### config.mk
export PLATFORM = sky130hd
export DESIGN_NAME = uart_access_arbiter
export DESIGN_NICKNAME = d
export VERILOG_FILES = /design/src/rtl/uart_access_arbiter.sv
export SDC_FILE = /design/constraint.sdc
export NUM_CORES = 1
export LEC_CHECK = 0
export CAP_MARGIN = 15
export CORE_MARGIN = 4
export CORE_UTILIZATION = 25
export DETAILED_ROUTE_END_ITERATION = 10
export GPL_ROUTABILITY_DRIVEN = 0
export GPL_TIMING_DRIVEN = 0
export PLACE_DENSITY = 0.61
export REMOVE_ABC_BUFFERS = 1
export SYNTH_ARGS = -nofsm -noshare
export SYNTH_HDL_FRONTEND = slang
export SYNTH_SLANG_ARGS = --single-unit
### constraint.sdc
create_clock -name clock -period 5.8 [get_ports clock]
set_input_delay 0.87 -clock clock [delete_from_list [all_inputs] [get_ports clock]]
set_output_delay 0.87 -clock clock [all_outputs]
set_load 0.005 [all_outputs]
### src/rtl/uart_access_arbiter.sv
// Two-requester arbiter in front of a UART register port.
// Round-robin grant, one-cycle access, one-cycle ack, and TX write pacing via gap_cnt.
module uart_access_arbiter #(
    parameter logic [15:0] TX_GAP = 16'd10416
) (
    input  logic        clock,
    input  logic        reset,
    input  logic        r0_req,
    input  logic        r0_write,
    input  logic [7:0]  r0_address,
    input  logic [7:0]  r0_wdata,
    output logic        r0_ack,
    output logic [31:0] r0_rdata,
    input  logic        r1_req,
    input  logic        r1_write,
    input  logic [7:0]  r1_address,
    input  logic [7:0]  r1_wdata,
    output logic        r1_ack,
    output logic [31:0] r1_rdata,
    output logic        uart_selected,
    output logic [7:0]  uart_address,
    output logic        uart_write,
    output logic        uart_read,
    output logic [7:0]  uart_in_data,
    input  logic [31:0] uart_out_data
);

    typedef enum logic [1:0] {IDLE, ACCESS, ACK} state_t;

    state_t      state, state_next;
    logic        win, last_grant, lat_write;
    logic [7:0]  lat_address, lat_wdata;
    logic [15:0] gap_cnt;
    logic        tx_blocked, elig0, elig1, grant, start;

    // A TX write is only held off while the pacing gap is still running.
    assign tx_blocked = (gap_cnt != 16'd0);
    assign elig0 = r0_req && !(r0_write && (r0_address == 8'd8) && tx_blocked);
    assign elig1 = r1_req && !(r1_write && (r1_address == 8'd8) && tx_blocked);
    assign grant = (elig0 && elig1) ? ~last_grant : elig1;
    assign start = (state == IDLE) && (elig0 || elig1);

    always_ff @(posedge clock or posedge reset) begin
        if (reset) state <= IDLE;
        else       state <= state_next;
    end

    always_comb begin
        state_next   = state;
        uart_write   = 1'b0;
        uart_read    = 1'b0;
        uart_address = 8'd0;
        uart_in_data = 8'd0;
        r0_ack       = 1'b0;
        r1_ack       = 1'b0;
        case (state)
            IDLE: begin
                if (elig0 || elig1) state_next = ACCESS;
            end
            ACCESS: begin
                state_next   = ACK;
                uart_write   = lat_write;
                uart_read    = !lat_write;
                uart_address = lat_address;
                uart_in_data = lat_wdata;
            end
            ACK: begin
                state_next = IDLE;
                r0_ack     = !win;
                r1_ack     = win;
            end
            default: state_next = IDLE;
        endcase
    end

    assign uart_selected = (state == ACCESS) || tx_blocked;

    always_ff @(posedge clock or posedge reset) begin
        if (reset) begin
            win         <= 1'b0;
            last_grant  <= 1'b1;
            lat_write   <= 1'b0;
            lat_address <= 8'd0;
            lat_wdata   <= 8'd0;
            gap_cnt     <= 16'd0;
            r0_rdata    <= 32'd0;
            r1_rdata    <= 32'd0;
        end else begin
            if (start) begin
                win         <= grant;
                last_grant  <= grant;
                lat_write   <= grant ? r1_write   : r0_write;
                lat_address <= grant ? r1_address : r0_address;
                lat_wdata   <= grant ? r1_wdata   : r0_wdata;
            end
            if ((state == ACCESS) && lat_write && (lat_address == 8'd8))
                gap_cnt <= TX_GAP;
            else if (tx_blocked)
                gap_cnt <= gap_cnt - 16'd1;
            if ((state == ACCESS) && !lat_write) begin
                if (win) r1_rdata <= uart_out_data;
                else     r0_rdata <= uart_out_data;
            end
        end
    end

endmodule

==> results.yml <==
routing:
  initialDrtViolationCount: 180
  drt_first_pass_iters: 4
  wl_mm: 11.96
  via_per_inst: 4.590
  wl_per_cell_um: 15.92
  post-route-drc-count: 0
  vias: 3447
  ant_nets: 0
power:
  ir_worst_vdd_v: 0.0002149
  power_switching_share_pct: 30.99
  power_density_mw_per_mm2: 512.6
  power.total_mw: 3.402
  p_clk_share_pct: 17.7
  p_leak_nw: 2.632
  p_int_mw: 2.348
  seq_power_share_pct: 38.4
  switching_power_mw: 1.055
  p_comb_share_pct: 43.9
yosys:
  yosysSeqAreaShare_pct: 55.75
  synth_cell_types: 44
  ys.flop_type: "dfrtp_1"
  synthArstFlopShare_pct: 100.0
  synth_most_common_cell: "dfrtp_1"
  avgSynthCellArea_um2: 12.19
  ys_warn_count: 0
  synth_top_area_cell: "dfrtp_1"
  synth_commonest_cells: "dfrtp_1, mux2_2, nand3_1"
  synth_edf_count: 0
  ys_ff_latch: 101
  synth_area_mm2: 0.004536
  synth_top_area_share_pct: 55.17
  synthCells: 372
  synthTopCellsByArea: "dfrtp_1, mux2_2, nand3_1, and2_1, nor3_1"
clocking:
  h-tree-depth: 3
  numCtsBuffers: 9
  cts.sink_count: 101
  clk_latency_ns: 0.34
  cts_resized: 0
  ctsHoldBuffers: 0
  root_buffer: "clkbuf_16"
  postCtsSetupRepairBufs: 0
  clockBufferDepth: 2
  clkTransAtPathRegs_ns: 0.07
  cts_tree: "done"
sta:
  slew_viol_final: 0
  fin_worst_skew_ns: 0.009062
  fmaxAchievable_mhz: 327.3
  rsz0062_at_grt: "false"
  setup_viol: 0
  setup-tns-final_ns: 0
  period_needed_ns: 3.055
  hold_viol_final: 0
  slew_headroom_pct: 42.04
  tightestPinTransition_ns: 0.8695
  hold_ws_ns: 0.4925
  fin_crit_sh_pct: 52.67
final_layout:
  fillCellCount: 1704
  drive_gt1_share_pct: 18.25
  fin_util_pct: 37.85
  fin_cells: 751
  diodes: 0
  area_delta_synth_final_pct: 46.34
  nets: 593
floorplan:
  die_y_um: 142.7
  rows: 48
  core_mm2: 0.01754
  start_util_pct: 25.86
  die_area_mm2: 0.02036
  io_pins: 155
  die-width_um: 142.7
worst_setup_path:
  crit_type: "flip-flop to primary output"
  timing.critical_path.cells: "nor3_1 > nand2b_1 > nor4b_1 > nand4_1 > clkdlybuf4s50_1"
  r2r-start: "gap_cnt[0]$_DFFE_PP0P_"
  critPathMaxStageDelay_ns: 0.50
  worst_ep_arrival_time_ns: 2.19
  start_kind: "flip-flop"
  crit_slowest_cell: "clkdlybuf4s50_1"
  crit_required_ns: 4.93
  crit_start: "gap_cnt[10]$_DFFE_PP0P_"
  critical_path.endpoint_type: "primary output"
  path_max_fanout: 6
global_route:
  grtUsageTotal_pct: 11.97
  grt_overflow: 0
  grt_max_degree: 55
  grt_pass1_vias: 3685
  grt_antenna_before_repair: 0
  grt_pass1_wl_mm: 19.46
worst_hold_path:
  hold_class: "flip-flop to flip-flop"
  hp-start: "r1_rdata[25]$_DFFE_PP0P_"
place:
  io_buffers: 154
  dp.cells: 736
  hpwlAfterDp_mm: 8.941
run:
  max-cap-violations: 0
run_status:
  outcome: "completed"
metrics by stage:
stage | area (um^2) | setup WS [ns]
final | 6638 | 2.745
after global routing | 6638 | 2.542
after CTS | 6638 | 2.662
after detailed placement | 6337 | 2.505
after global placement | 6260 | 0.7402
after floorplan | 4437 | 2.285
sequential cells by signal, indices dropped and copies added (netlist names):
signal / count
lat_write: 1
r1_rdata: 32
win: 1
lat_address: 8
gap_cnt: 16
lat_wdata: 8
state: 2
last_grant: 1
r0_rdata: 32
layer usage:
layer  global-route usage (%)  up-vias  wire (um)
met5                        0        -          0
met4                    3.602        0        123
met3                    3.818        9        972
met2                    19.41      135       5671
met1                    15.35     1652       5192
li1                         -     1651          -
worst paths after layout:
kind                                                  to  slack [ns]  depth (start not counted)
worst max-delay path                       uart_selected        2.74                          5
worst min-delay path            r1_rdata[25]$_DFFE_PP0P_        0.49                          1
worst max register to register           win$_DFFE_PP0P_        2.87                          7
worst min register to register  r1_rdata[25]$_DFFE_PP0P_        0.49                          1
max in group asynchronous        r1_rdata[3]$_DFFE_PP0P_        4.15                          3
min in group asynchronous       r0_rdata[28]$_DFFE_PP0P_        0.97                          2
final cells by class:
cell class	instances	area (um^2)	area share (%)
Inverter	5	21.27	0.3205
Sequential cell	101	2529	38.10
Timing Repair Buffer	158	1610	24.26
Clock inverter	4	47.55	0.7163
Tap cell	225	281.5	4.241
Multi-Input combinational cell	247	1896	28.56
Clock buffer	11	252.7	3.808
critical path, delay by kind of cell, from the launching register on:
kind / cells / cell delay, ns
buffers and inverters: 1 / 0.50
flip-flops: 1 / 0.46
AND/OR/NAND/NOR: 4 / 0.89
kinds of logic after synthesis:
logic type      count (synthesis)  synth area share, %
compound gates                 50                7.393
xor+xnor                        8                1.545
fa+ha+maj                       1               0.2758
buf+inv                        24                2.593
flops                         101                55.75
mux                            66                16.39
simple gates                  122                16.06
power groups by stage:
stage | registers [mW] | clock network, mW | logic (mW)
floorplan | 1.29 | 0 | 0.676
global placement | 1.29 | 0 | 1.48
detailed placement | 1.32 | 0 | 1.52
CTS | 1.31 | 0.630 | 1.52
global route | 1.36 | 0.653 | 1.64
finish | 1.31 | 0.602 | 1.49
cell usage in the layout (no fill, tap or decap), types with 9 or more instances in the layout:
master | netlist | final
nor3_1 | 22 | 21
clkbuf_16 | 0 | 9
nor2_1 | 17 | 17
dfrtp_1 | 100 | 100
a31oi_1 | 17 | 17
nand2_1 | 9 | 9
and2_1 | 18 | 17
o21ai_0 | 19 | 19
nand3_1 | 23 | 23
clkdlybuf4s50_1 | 0 | 154
mux2_2 | 62 | 62
(Power assumes the default switching activity.)
